==> src/rtl/mips_ctrl_pkg.sv <==
// Shared encodings for the multi-cycle MIPS control path: FSM states, opcode/funct
// constants, ALU operation codes and datapath mux select encodings.
package mips_ctrl_pkg;

    typedef enum logic [3:0] {
        S_IDLE      = 4'd0,
        S_FETCH     = 4'd1,
        S_DECODE    = 4'd2,
        S_MEM_ADDR  = 4'd3,
        S_MEM_READ  = 4'd4,
        S_MEM_WB    = 4'd5,
        S_MEM_WRITE = 4'd6,
        S_R_EXEC    = 4'd7,
        S_R_WB      = 4'd8,
        S_I_EXEC    = 4'd9,
        S_I_WB      = 4'd10,
        S_BRANCH    = 4'd11,
        S_JUMP      = 4'd12,
        S_TRAP      = 4'd13
    } state_t;

    // Shared with alu_controller; keep the encodings in lockstep.
    typedef enum logic [3:0] {
        ALU_ADD  = 4'b0000,
        ALU_SUB  = 4'b0001,
        ALU_AND  = 4'b0010,
        ALU_OR   = 4'b0011,
        ALU_XOR  = 4'b0100,
        ALU_NOR  = 4'b0101,
        ALU_SLT  = 4'b0110,
        ALU_SLTU = 4'b0111,
        ALU_LUI  = 4'b1000
    } alu_op_t;

    localparam logic [5:0] OP_RTYPE = 6'h00;
    localparam logic [5:0] OP_J     = 6'h02;
    localparam logic [5:0] OP_BEQ   = 6'h04;
    localparam logic [5:0] OP_BNE   = 6'h05;
    localparam logic [5:0] OP_ADDI  = 6'h08;
    localparam logic [5:0] OP_ADDIU = 6'h09;
    localparam logic [5:0] OP_SLTI  = 6'h0A;
    localparam logic [5:0] OP_SLTIU = 6'h0B;
    localparam logic [5:0] OP_ANDI  = 6'h0C;
    localparam logic [5:0] OP_ORI   = 6'h0D;
    localparam logic [5:0] OP_XORI  = 6'h0E;
    localparam logic [5:0] OP_LUI   = 6'h0F;
    localparam logic [5:0] OP_LW    = 6'h23;
    localparam logic [5:0] OP_SW    = 6'h2B;

    localparam logic [5:0] FN_ADD  = 6'h20;
    localparam logic [5:0] FN_ADDU = 6'h21;
    localparam logic [5:0] FN_SUB  = 6'h22;
    localparam logic [5:0] FN_SUBU = 6'h23;
    localparam logic [5:0] FN_AND  = 6'h24;
    localparam logic [5:0] FN_OR   = 6'h25;
    localparam logic [5:0] FN_XOR  = 6'h26;
    localparam logic [5:0] FN_NOR  = 6'h27;
    localparam logic [5:0] FN_SLT  = 6'h2A;
    localparam logic [5:0] FN_SLTU = 6'h2B;

    localparam logic [1:0] SRC_B_REG     = 2'b00;
    localparam logic [1:0] SRC_B_FOUR    = 2'b01;
    localparam logic [1:0] SRC_B_IMM     = 2'b10;
    localparam logic [1:0] SRC_B_IMM_SH2 = 2'b11;

    localparam logic [1:0] PC_SRC_ALU    = 2'b00;
    localparam logic [1:0] PC_SRC_ALUOUT = 2'b01;
    localparam logic [1:0] PC_SRC_JUMP   = 2'b10;

    // Logical immediates are zero-extended; arithmetic ones are sign-extended.
    function automatic logic is_zero_ext(input logic [5:0] op);
        return (op == OP_ANDI) || (op == OP_ORI) || (op == OP_XORI);
    endfunction

endpackage

==> src/rtl/multicycle_controller_if.sv <==
// Control/datapath bundle between the multi-cycle controller (master) and the
// datapath plus unified memory port (slave).
interface multicycle_controller_if;
    logic [5:0]  opcode;
    logic [5:0]  funct;
    logic        zero;
    logic        mem_ready;
    logic        mem_req;
    logic        mem_we;
    logic        iord;
    logic        ir_write;
    logic        pc_write;
    logic [1:0]  pc_src;
    logic        reg_write;
    logic        reg_dst;
    logic        mem_to_reg;
    logic        alu_src_a;
    logic [1:0]  alu_src_b;
    logic        ext_zero;
    logic [3:0]  alu_op;
    logic        illegal;
    logic [31:0] retired;

    modport master (
        input  opcode, funct, zero, mem_ready,
        output mem_req, mem_we, iord, ir_write, pc_write, pc_src,
               reg_write, reg_dst, mem_to_reg, alu_src_a, alu_src_b,
               ext_zero, alu_op, illegal, retired
    );

    modport slave (
        output opcode, funct, zero, mem_ready,
        input  mem_req, mem_we, iord, ir_write, pc_write, pc_src,
               reg_write, reg_dst, mem_to_reg, alu_src_a, alu_src_b,
               ext_zero, alu_op, illegal, retired
    );
endinterface

==> src/rtl/mc_alu_op_decode.sv <==
// Maps opcode/funct to an ALU operation and flags whether the instruction is a
// legal register- or immediate-form ALU instruction.
module mc_alu_op_decode
    import mips_ctrl_pkg::*;
(
    input  logic [5:0] opcode,
    input  logic [5:0] funct,
    output alu_op_t    alu_op,
    output logic       legal
);

    always_comb begin
        alu_op = ALU_ADD;
        legal  = 1'b1;
        if (opcode == OP_RTYPE) begin
            case (funct)
                FN_ADD, FN_ADDU: alu_op = ALU_ADD;
                FN_SUB, FN_SUBU: alu_op = ALU_SUB;
                FN_AND:          alu_op = ALU_AND;
                FN_OR:           alu_op = ALU_OR;
                FN_XOR:          alu_op = ALU_XOR;
                FN_NOR:          alu_op = ALU_NOR;
                FN_SLT:          alu_op = ALU_SLT;
                FN_SLTU:         alu_op = ALU_SLTU;
                default:         legal  = 1'b0;
            endcase
        end else begin
            case (opcode)
                OP_ADDI, OP_ADDIU: alu_op = ALU_ADD;
                OP_SLTI:           alu_op = ALU_SLT;
                OP_SLTIU:          alu_op = ALU_SLTU;
                OP_ANDI:           alu_op = ALU_AND;
                OP_ORI:            alu_op = ALU_OR;
                OP_XORI:           alu_op = ALU_XOR;
                OP_LUI:            alu_op = ALU_LUI;
                default:           legal  = 1'b0;
            endcase
        end
    end

endmodule

==> src/rtl/multicycle_controller.sv <==
// Main control FSM of the multi-cycle MIPS core: sequences fetch, decode, execute,
// memory and writeback over a shared ALU and memory port; counts retired instructions.
//
// state     | meaning
// IDLE      | post-reset, all outputs low
// FETCH     | read instruction at PC, PC+4 into PC on mem_ready
// DECODE    | branch target into ALUOut, dispatch on opcode
// MEM_ADDR  | A + imm effective address
// MEM_READ  | load request, wait for mem_ready
// MEM_WB    | MDR into rt
// MEM_WRITE | store request, wait for mem_ready
// R_EXEC    | A op B
// R_WB      | ALUOut into rd
// I_EXEC    | A op imm
// I_WB      | ALUOut into rt
// BRANCH    | A - B, conditional PC load from ALUOut
// JUMP      | PC load from jump target
// TRAP      | illegal instruction, absorbing
module multicycle_controller
    import mips_ctrl_pkg::*;
(
    input  logic                   clk,
    input  logic                   rst_n,
    multicycle_controller_if.master bus
);

    state_t      state_q, state_d;
    logic [31:0] retired_q;
    logic        retire;
    alu_op_t     dec_alu_op;
    logic        dec_legal;

    logic        mem_req, mem_we, iord, ir_write, pc_write;
    logic [1:0]  pc_src, alu_src_b;
    logic        reg_write, reg_dst, mem_to_reg, alu_src_a, ext_zero, illegal;
    alu_op_t     alu_op;

    mc_alu_op_decode u_alu_op_decode (
        .opcode (bus.opcode),
        .funct  (bus.funct),
        .alu_op (dec_alu_op),
        .legal  (dec_legal)
    );

    always_ff @(posedge clk or negedge rst_n) begin
        if (!rst_n) begin
            state_q <= S_IDLE;
        end else begin
            state_q <= state_d;
        end
    end

    always_ff @(posedge clk or negedge rst_n) begin
        if (!rst_n) begin
            retired_q <= 32'd0;
        end else if (retire) begin
            retired_q <= retired_q + 32'd1;
        end
    end

    always_comb begin
        state_d    = state_q;
        retire     = 1'b0;
        mem_req    = 1'b0;
        mem_we     = 1'b0;
        iord       = 1'b0;
        ir_write   = 1'b0;
        pc_write   = 1'b0;
        pc_src     = PC_SRC_ALU;
        reg_write  = 1'b0;
        reg_dst    = 1'b0;
        mem_to_reg = 1'b0;
        alu_src_a  = 1'b0;
        alu_src_b  = SRC_B_REG;
        ext_zero   = 1'b0;
        alu_op     = ALU_ADD;
        illegal    = 1'b0;

        case (state_q)
            S_IDLE: state_d = S_FETCH;
            S_FETCH: begin
                mem_req   = 1'b1;
                alu_src_b = SRC_B_FOUR;
                ir_write  = bus.mem_ready;
                pc_write  = bus.mem_ready;
                if (bus.mem_ready) state_d = S_DECODE;
            end
            S_DECODE: begin
                alu_src_b = SRC_B_IMM_SH2;
                case (bus.opcode)
                    OP_LW, OP_SW:   state_d = S_MEM_ADDR;
                    OP_BEQ, OP_BNE: state_d = S_BRANCH;
                    OP_J:           state_d = S_JUMP;
                    default: begin
                        if (!dec_legal)                   state_d = S_TRAP;
                        else if (bus.opcode == OP_RTYPE)  state_d = S_R_EXEC;
                        else                              state_d = S_I_EXEC;
                    end
                endcase
            end
            S_MEM_ADDR: begin
                alu_src_a = 1'b1;
                alu_src_b = SRC_B_IMM;
                state_d   = (bus.opcode == OP_SW) ? S_MEM_WRITE : S_MEM_READ;
            end
            S_MEM_READ: begin
                mem_req = 1'b1;
                iord    = 1'b1;
                if (bus.mem_ready) state_d = S_MEM_WB;
            end
            S_MEM_WB: begin
                reg_write  = 1'b1;
                mem_to_reg = 1'b1;
                retire     = 1'b1;
                state_d    = S_FETCH;
            end
            S_MEM_WRITE: begin
                mem_req = 1'b1;
                mem_we  = 1'b1;
                iord    = 1'b1;
                if (bus.mem_ready) begin
                    retire  = 1'b1;
                    state_d = S_FETCH;
                end
            end
            S_R_EXEC: begin
                alu_src_a = 1'b1;
                alu_op    = dec_alu_op;
                state_d   = S_R_WB;
            end
            S_R_WB: begin
                reg_write = 1'b1;
                reg_dst   = 1'b1;
                retire    = 1'b1;
                state_d   = S_FETCH;
            end
            S_I_EXEC: begin
                alu_src_a = 1'b1;
                alu_src_b = SRC_B_IMM;
                alu_op    = dec_alu_op;
                ext_zero  = is_zero_ext(bus.opcode);
                state_d   = S_I_WB;
            end
            S_I_WB: begin
                reg_write = 1'b1;
                retire    = 1'b1;
                state_d   = S_FETCH;
            end
            S_BRANCH: begin
                alu_src_a = 1'b1;
                alu_op    = ALU_SUB;
                pc_src    = PC_SRC_ALUOUT;
                pc_write  = (bus.opcode == OP_BEQ) ? bus.zero : !bus.zero;
                retire    = 1'b1;
                state_d   = S_FETCH;
            end
            S_JUMP: begin
                pc_src   = PC_SRC_JUMP;
                pc_write = 1'b1;
                retire   = 1'b1;
                state_d  = S_FETCH;
            end
            S_TRAP: illegal = 1'b1;
            default: state_d = S_IDLE;
        endcase
    end

    assign bus.mem_req    = mem_req;
    assign bus.mem_we     = mem_we;
    assign bus.iord       = iord;
    assign bus.ir_write   = ir_write;
    assign bus.pc_write   = pc_write;
    assign bus.pc_src     = pc_src;
    assign bus.reg_write  = reg_write;
    assign bus.reg_dst    = reg_dst;
    assign bus.mem_to_reg = mem_to_reg;
    assign bus.alu_src_a  = alu_src_a;
    assign bus.alu_src_b  = alu_src_b;
    assign bus.ext_zero   = ext_zero;
    assign bus.alu_op     = alu_op;
    assign bus.illegal    = illegal;
    assign bus.retired    = retired_q;

endmodule

==> src/flat_wrapper.sv <==
// flat-port wrapper written by rule: the top's interface ports become plain ports
module multicycle_controller_flat import mips_ctrl_pkg::*;
  (clk, rst_n, bus_opcode, bus_funct, bus_zero, bus_mem_ready, bus_mem_req, bus_mem_we, bus_iord, bus_ir_write, bus_pc_write, bus_pc_src, bus_reg_write, bus_reg_dst, bus_mem_to_reg, bus_alu_src_a, bus_alu_src_b, bus_ext_zero, bus_alu_op, bus_illegal, bus_retired);
  multicycle_controller_if bus_i ();
  input  logic clk;
  input  logic rst_n;
  input wire logic [$bits(bus_i.opcode)-1:0] bus_opcode;
  input wire logic [$bits(bus_i.funct)-1:0] bus_funct;
  input wire logic [$bits(bus_i.zero)-1:0] bus_zero;
  input wire logic [$bits(bus_i.mem_ready)-1:0] bus_mem_ready;
  output wire logic [$bits(bus_i.mem_req)-1:0] bus_mem_req;
  output wire logic [$bits(bus_i.mem_we)-1:0] bus_mem_we;
  output wire logic [$bits(bus_i.iord)-1:0] bus_iord;
  output wire logic [$bits(bus_i.ir_write)-1:0] bus_ir_write;
  output wire logic [$bits(bus_i.pc_write)-1:0] bus_pc_write;
  output wire logic [$bits(bus_i.pc_src)-1:0] bus_pc_src;
  output wire logic [$bits(bus_i.reg_write)-1:0] bus_reg_write;
  output wire logic [$bits(bus_i.reg_dst)-1:0] bus_reg_dst;
  output wire logic [$bits(bus_i.mem_to_reg)-1:0] bus_mem_to_reg;
  output wire logic [$bits(bus_i.alu_src_a)-1:0] bus_alu_src_a;
  output wire logic [$bits(bus_i.alu_src_b)-1:0] bus_alu_src_b;
  output wire logic [$bits(bus_i.ext_zero)-1:0] bus_ext_zero;
  output wire logic [$bits(bus_i.alu_op)-1:0] bus_alu_op;
  output wire logic [$bits(bus_i.illegal)-1:0] bus_illegal;
  output wire logic [$bits(bus_i.retired)-1:0] bus_retired;
  assign bus_i.opcode = bus_opcode;
  assign bus_i.funct = bus_funct;
  assign bus_i.zero = bus_zero;
  assign bus_i.mem_ready = bus_mem_ready;
  assign bus_mem_req = bus_i.mem_req;
  assign bus_mem_we = bus_i.mem_we;
  assign bus_iord = bus_i.iord;
  assign bus_ir_write = bus_i.ir_write;
  assign bus_pc_write = bus_i.pc_write;
  assign bus_pc_src = bus_i.pc_src;
  assign bus_reg_write = bus_i.reg_write;
  assign bus_reg_dst = bus_i.reg_dst;
  assign bus_mem_to_reg = bus_i.mem_to_reg;
  assign bus_alu_src_a = bus_i.alu_src_a;
  assign bus_alu_src_b = bus_i.alu_src_b;
  assign bus_ext_zero = bus_i.ext_zero;
  assign bus_alu_op = bus_i.alu_op;
  assign bus_illegal = bus_i.illegal;
  assign bus_retired = bus_i.retired;
  multicycle_controller u_core (.clk(clk), .rst_n(rst_n), .bus(bus_i));
endmodule
==> config.mk <==
export PLATFORM = sky130hd
export DESIGN_NAME = multicycle_controller_flat
export DESIGN_NICKNAME = d
export VERILOG_FILES = /design/src/rtl/mips_ctrl_pkg.sv /design/src/rtl/multicycle_controller_if.sv /design/src/rtl/mc_alu_op_decode.sv /design/src/rtl/multicycle_controller.sv /design/src/flat_wrapper.sv
export SDC_FILE = /design/constraint.sdc
export NUM_CORES = 1
export LEC_CHECK = 0
export CAP_MARGIN = 10
export CORE_MARGIN = 10
export CORE_UTILIZATION = 35
export CTS_BUF_LIST = sky130_fd_sc_hd__clkbuf_16
export CTS_CLUSTER_SIZE = 24
export DETAILED_ROUTE_END_ITERATION = 16
export GPL_TIMING_DRIVEN = 0
export MAX_ROUTING_LAYER = met4
export PLACE_DENSITY_LB_ADDON = 0.25
export SYNTH_ARGS = -nofsm -noshare
export SYNTH_HDL_FRONTEND = slang
export SYNTH_HIERARCHICAL = 1
export SYNTH_SLANG_ARGS = --single-unit
==> constraint.sdc <==
create_clock -name clk -period 2.8 [get_ports clk]
set_input_delay 0.28 -clock clk [delete_from_list [all_inputs] [get_ports clk]]
set_output_delay 0.28 -clock clk [all_outputs]
set_load 0.005 [all_outputs]
==> impl_metrics.json, run 1 <==
{
  "tightest_slew_ps": 794,
  "gp_congestion": 0.848,
  "critPathArrivalTime_ps": 2430,
  "rsz0062_at_grt": "true",
  "area_delta_synth_final_pct": 40.8,
  "routed_via_density": 5.09,
  "power_density_mw_per_mm2": 611,
  "pin_count": 67,
  "vias": 2040,
  "hold_viol_final": 0,
  "fin_skew_ps": 7.13,
  "grt_usage_pct": 12.1,
  "setup_ws_ps": 85.2,
  "cp_max_fo": 3,
  "ys_seq_elements": 36,
  "wl_um": 6060,
  "setup_violations": 0,
  "cp-end-kind": "output port",
  "maxClockFrequency_mhz": 368,
  "switching_share_pct": 33.9,
  "die_area_sq_mm": 0.0101,
  "pwr-share-comb_pct": 39.9,
  "cts_buffer_depth": 2,
  "ctsHtreeMaxLevel": 2,
  "port_buffers": 66,
  "leakage_nw": 1.35,
  "utilization_pct": 50.4,
  "path_clk_slew_ps": 50,
  "fin_crit_ps": 2710,
  "syn-cell-area_sq_mm": 0.00226,
  "finalPower_mw": 1.94,
  "finalCritPeriodShare_pct": 97.0,
  "slew_headroom_pct": 47.1,
  "dr_wl_met2_um": 2850,
  "final_nets": 341,
  "vdd_drop_max_uv": 417,
  "grt_pass1_wl_um": 9770,
  "cts_made_buffers": 5,
  "worstSetupPathType": "input port to output port",
  "wire_per_inst_um": 15.1,
  "netSwitchingPower_mw": 0.659,
  "met3_length_um": 348,
  "crit_required_ps": 2520,
  "synth_nets": 265,
  "hpwl_um": 4640,
  "place_ws_ps": -438,
  "seq_area_frac_synth_pct": 39.8,
  "die_w_um": 100,
  "p_int_mw": 1.29,
  "power_frac_seq_pct": 33.9,
  "maxUsedRoutingLayer": "met4",
  "grt_max_degree": 37,
  "grt_pass1_vias": 2011,
  "gr-total-overflow": 0,
  "async_reset_ff_share_pct": 100,
  "met1_length_um": 2790,
  "outcome": "finished clean",
  "clkPwrFrac_pct": 26.2,
  "synth_edf_count": 0,
  "ys.warnings.count": 6,
  "clock_sinks": 36,
  "die_y_um": 100,
  "insertion_delay_ps": 270,
  "postCtsHoldBufs": 0,
  "drive_gt1_share_pct": 8.33,
  "antenna_left": 0,
  "drv_slew": 0,
  "syn_avg_cell_area_sq_um": 9.12,
  "coreArea_sq_mm": 0.00631,
  "firstDrtPassIters": 4,
  "synth.distinct_cells": 51,
  "route.detailed.drc": 0,
  "synth-main-ff-cell": "dfrtp_1",
  "drt_iter0_markers": 75,
  "cts_tree": "done",
  "antenna_found_initial": 0,
  "startpoint_type": "input port",
  "holdCritPathClass": "input port to asynchronous set/reset pin",
  "synthCells": 248,
  "cap_viol_max_count": 0,
  "initial_core_util_pct": 35.8,
  "diodes": 0,
  "num_rows": 29,
  "cts-root-buf": "clkbuf_16"
}
[power groups by stage]
| stage | sequential (mW) | clock [mW] | combinational, mW |
|---|---|---|---|
| after floorplan | 0.655 | 0 | 0.410 |
| after global placement | 0.665 | 0 | 0.764 |
| after detailed placement | 0.667 | 0 | 0.774 |
| after CTS | 0.659 | 0.520 | 0.779 |
| after global routing | 0.672 | 0.547 | 0.855 |
| final | 0.659 | 0.510 | 0.775 |
[repair_timing]
action,CTS,global route
buffers inserted,0,3
setup endpoints to repair,1,11
gates resized for setup,6,4
pin swaps,1,2
[per-stage QoR]
stage                     TNS [ps]  cell area, sq um  cells  hold WS (ps)
after floorplan                  0              2260    248         -15.6
after global placement       -1180              3020    391           455
after detailed placement     -1230              3010    391           422
after CTS                        0              3160    398           131
after global routing         -15.2              3180    401           177
final                            0              3180    401          93.6
[synth_stat cells, types with 2 or more instances]
master	instances	share of area, %
o41ai_1	3	1.2
nand3b_1	4	1.3
o21ai_1	2	0.44
nor2_1	23	3.8
xor2_1	22	8.5
o21ai_0	5	1.1
o211ai_1	3	1.0
and3_1	4	1.1
nor2b_1	5	1.4
a21oi_1	8	1.8
nor4_2	3	1.7
dfrtp_1	36	40
o21a_1	2	0.66
nand2b_1	12	3.3
nand4_1	5	1.4
nand2_1	18	3.0
nor4_1	6	1.7
xnor2_1	12	4.6
nor3_1	12	2.7
nand3_1	8	1.8
mux2i_1	2	0.89
nor4_4	2	1.9
nor3_2	4	1.8
and2_1	2	0.55
inv_1	10	1.7
or3_1	2	0.55
clkbuf_1	9	1.5
[per-layer routing]
metal	vias to the layer above	GRT usage, %
met4	0	4.46
met2	47	18.6
met5	-	-
met3	5	3.50
li1	1031	-
met1	957	14.8
[worst paths after layout]
| path | slack [ps] | to | startpoint | cells past startpoint |
|---|---|---|---|---|
| setup / recovery | 90 | bus_alu_op[0] | bus_funct[2] | 10 |
| hold / removal | 90 | u_core/bus.retired[14]$_DFFE_PN0P_ | rst_n | 1 |
| setup reg to reg | 340 | u_core/bus.retired[29]$_DFFE_PN0P_ | u_core/bus.retired[2]$_DFFE_PN0P_ | 7 |
| hold reg to reg | 470 | u_core/bus.retired[31]$_DFFE_PN0P_ | u_core/bus.retired[31]$_DFFE_PN0P_ | 1 |
| max in group asynchronous | 2200 | u_core/bus.retired[0]$_DFFE_PN0P_ | rst_n | 1 |
| min in group clk | 470 | u_core/bus.retired[31]$_DFFE_PN0P_ | u_core/bus.retired[31]$_DFFE_PN0P_ | 1 |
[cell families after synthesis]
group                    Yosys count  synth area share [%]
AND/OR/NAND/NOR                  119                  31.4
flip-flops                        36                  39.8
AO/OA/AOI/OAI                     34                  9.91
XOR/XNOR                          34                  13.2
buffers and inverters             21                  3.71
multiplexers                       3                  1.38
adder cells (fa/ha/maj)            1                 0.553
[layout make-up]
| type | instances | area, sq um |
|---|---|---|
| clock inverter | 2 | 8.76 |
| inverter | 10 | 37.5 |
| clock buffer | 5 | 125 |
| timing repair buffer | 69 | 669 |
| sequential | 36 | 901 |
| buffer | 11 | 46.3 |
| multi-input combinational | 191 | 1300 |
| tap | 77 | 96.3 |
| fill | 631 | 3130 |
[flip-flops by register name (all words and copies together), names as in the netlist]
name,flops
u_core/bus.retired,32
u_core/state_q,4
[worst max-delay path, cell delays in order]
cell and delay (ps):
clkdlybuf4s50_1 490, nor2b_2 180, nand2b_1 120, a21oi_1 100
o41ai_4 270, inv_1 60, o21ai_0 160, a22oi_1 90
nor2b_1 160, clkdlybuf4s50_1 530
[layout by cell type, fill, tap and decap left out, types with 2 or more instances in the layout]
master / Yosys / layout
nor2b_1: 5 / 4
nand4_1: 5 / 5
buf_2: 1 / 2
mux2i_1: 2 / 2
o21a_1: 2 / 2
nor4_2: 3 / 3
o21ai_1: 2 / 2
nor3_1: 12 / 12
and2_1: 2 / 2
nor2_1: 23 / 22
dlygate4sd2_1: 0 / 3
clkbuf_1: 9 / 9
nor3_2: 4 / 4
o211ai_1: 3 / 3
a21oi_1: 8 / 8
and3_1: 4 / 4
nand2b_1: 12 / 12
buf_4: 1 / 4
xnor2_1: 12 / 12
nand3_1: 8 / 8
nor4_4: 2 / 2
xor2_1: 22 / 22
inv_1: 10 / 11
nand3b_1: 4 / 4
nand2_1: 18 / 18
o41ai_1: 3 / 2
o21ai_0: 5 / 5
dfrtp_1: 36 / 36
or3_1: 2 / 2
nor4_1: 6 / 6
clkbuf_16: 0 / 5
clkdlybuf4s50_1: 0 / 61
Power figures use the tool's default switching activity.
==> inputs of run 2 (changes only) <==
- GPL_TIMING_DRIVEN: 0 -> unset
- SLEW_MARGIN: unset -> 10
- TNS_END_PERCENT: unset -> 30
==> run 2 against run 1 <==
  * Utilization increased by 0.65 points
  * Power increased by 0.59%
  * Cell area up 1.3%
  * Register-to-register slack worse by 50 ps
  * Routed wire length is 2.1% higher
  * Maximum frequency is 4.6% higher
  * Largest power group is now sequential cells
  * Global-route usage about the same
  * Largest cell class unchanged
==> impl_metrics.json, run 2 (same netlist as run 1, synthesis figures left out) <==
{
  "final_area_sq_mm": 0.00323,
  "diodes": 0,
  "hpwl_um": 4530,
  "place_area_sq_mm": 0.00304,
  "antenna_found_initial": 0,
  "path_clk_slew_ps": 60,
  "die_y_um": 100,
  "ctsHtreeMaxLevel": 2,
  "slew_headroom_pct": 44.7,
  "route.detailed.drc": 0,
  "cts_buffer_depth": 2,
  "drive_gt1_share_pct": 9.94,
  "leakage_nw": 1.39,
  "final_nets": 338,
  "final_common_cell": "clkdlybuf4s50_1",
  "area_delta_synth_final_pct": 42.7,
  "cp_top_family": "buffers and inverters",
  "reg2regPathDepth": 5,
  "outcome": "finished clean",
  "fillers": 620,
  "crit_path_frequent_cell": "clkdlybuf4s50_1",
  "cp_max_fo": 3,
  "tightest_slew_ps": 830,
  "setup_violations": 0,
  "wire_per_inst_um": 15.5,
  "whs_ps": 103,
  "vias": 2063,
  "port_buffers": 66,
  "fin_skew_ps": 6.69,
  "hold_viol_final": 0,
  "insertion_delay_ps": 280,
  "cts_made_buffers": 5,
  "wl_um": 6190,
  "r2r-end": "u_core/bus.retired[29]$_DFFE_PN0P_",
  "finalCritPeriodShare_pct": 92.7,
  "initial_core_util_pct": 35.8,
  "pin_count": 67,
  "cp-end-kind": "output port",
  "r2r-start": "u_core/bus.retired[2]$_DFFE_PN0P_",
  "grt_max_degree": 37,
  "startpoint_type": "input port",
  "die_w_um": 100,
  "drt_iter0_markers": 49,
  "maxClockFrequency_mhz": 385,
  "slowest_stage": "clkdlybuf4s50_1",
  "routed_via_density": 5.17,
  "worst-r2r-setup-slack_ps": 290,
  "worstSetupPathType": "input port to output port",
  "coreArea_sq_mm": 0.00631,
  "path_buf_inv": 3,
  "holdCritPathClass": "input port to asynchronous set/reset pin",
  "cp_cell_sequence": "clkdlybuf4s50_1, nor4_2, nand3b_1, buf_4, o41ai_2, and3_1, clkdlybuf4s50_1",
  "fin_crit_ps": 2600,
  "layout_common_cells": "clkdlybuf4s50_1 (64), dfrtp_1 (36), nor2_1 (23), xor2_1 (22), nand2_1 (18)",
  "cts-root-buf": "clkbuf_16",
  "vdd_drop_max_uv": 536,
  "gr-total-overflow": 0,
  "grt_pass1_wl_um": 9940,
  "grt_usage_pct": 12.1,
  "clock_sinks": 36,
  "finalPower_mw": 1.96,
  "grt_pass1_vias": 1996,
  "gp_congestion": 0.786,
  "drv_slew": 0,
  "cpPeakStageDelay_ps": 530,
  "firstDrtPassIters": 4,
  "largest_register_ffs": 32,
  "die_area_sq_mm": 0.0101,
  "critPathArrivalTime_ps": 2320,
  "cap_viol_max_count": 0,
  "crit_required_ps": 2520,
  "antenna_left": 0,
  "power_density_mw_per_mm2": 606,
  "num_rows": 29,
  "cts_tree": "done",
  "setup_tns_ps": 0
}
run 2: cell types whose count changed in the layout (fill, tap and decap cells not counted), moves of 3 or more:
cell and delta:
clkbuf_1 -9, buf_4 +7, clkdlybuf4s50_1 +3, dlygate4sd2_1 -3
run 2: area by class of cell:
cell class | count | area, sq um | area share [%]
Multi-Input combinational cell | 191 | 1310 | 40.6
Sequential cell | 36 | 901 | 27.9
Timing Repair Buffer | 77 | 741 | 23.0
Clock buffer | 5 | 125 | 3.88
Tap cell | 77 | 96.3 | 2.99
Inverter | 10 | 37.5 | 1.16
Clock inverter | 3 | 15.0 | 0.465
run 2: worst max-delay path by stage:
stage	from	to	slack (ps)	cells past startpoint
finish	bus_opcode[0]	bus_alu_op[1]	200	7
global route	bus_opcode[5]	bus_pc_write	-3	7
CTS	bus_opcode[0]	bus_alu_op[0]	10	9
detailed placement	bus_opcode[0]	bus_alu_op[0]	-100	9
global placement	bus_opcode[0]	bus_alu_op[0]	30	9
floorplan	u_core/bus.retired[2]$_DFFE_PN0P_	u_core/bus.retired[27]$_DFFE_PN0P_	550	7
run 2: metal layers:
metal  part of all wire (%)  wire length, um  GRT usage, %  up-vias
li1                       -                -             -     1026
met1                     46             2820          15.0      989
met2                     48             2970          18.9       42
met3                    5.1              317          3.09        6
met4                    1.3               80          3.70        0
met5                      0                0             -        -
run 2: through the flow:
step	utilization (%)	setup WS (ps)	instances
detailed placement	48.2	-101	390
floorplan	-	547	248
global route	51.1	-2.61	399
CTS	50.5	13.2	398
global placement	48.2	29.9	390
finish	51.1	204	399
run 2: repair_timing:
action | 4_1_cts | 5_1_grt
setup buffers | 0 | 1
pin swaps | 0 | 2
hold buffers | 0 | 0
resized for setup | 1 | 6
setup endpoints to repair | 1 | 1
endpoints found under the hold margin | 0 | 0
run 2: power breakdown:
group	switching, mW	leakage (nW)	internal, mW	total [mW]
combinational	0.324	0.874	0.388	0.712
sequential	0.138	0.447	0.581	0.719
clock	0.202	0.0687	0.323	0.525
total	0.664	1.39	1.29	1.96
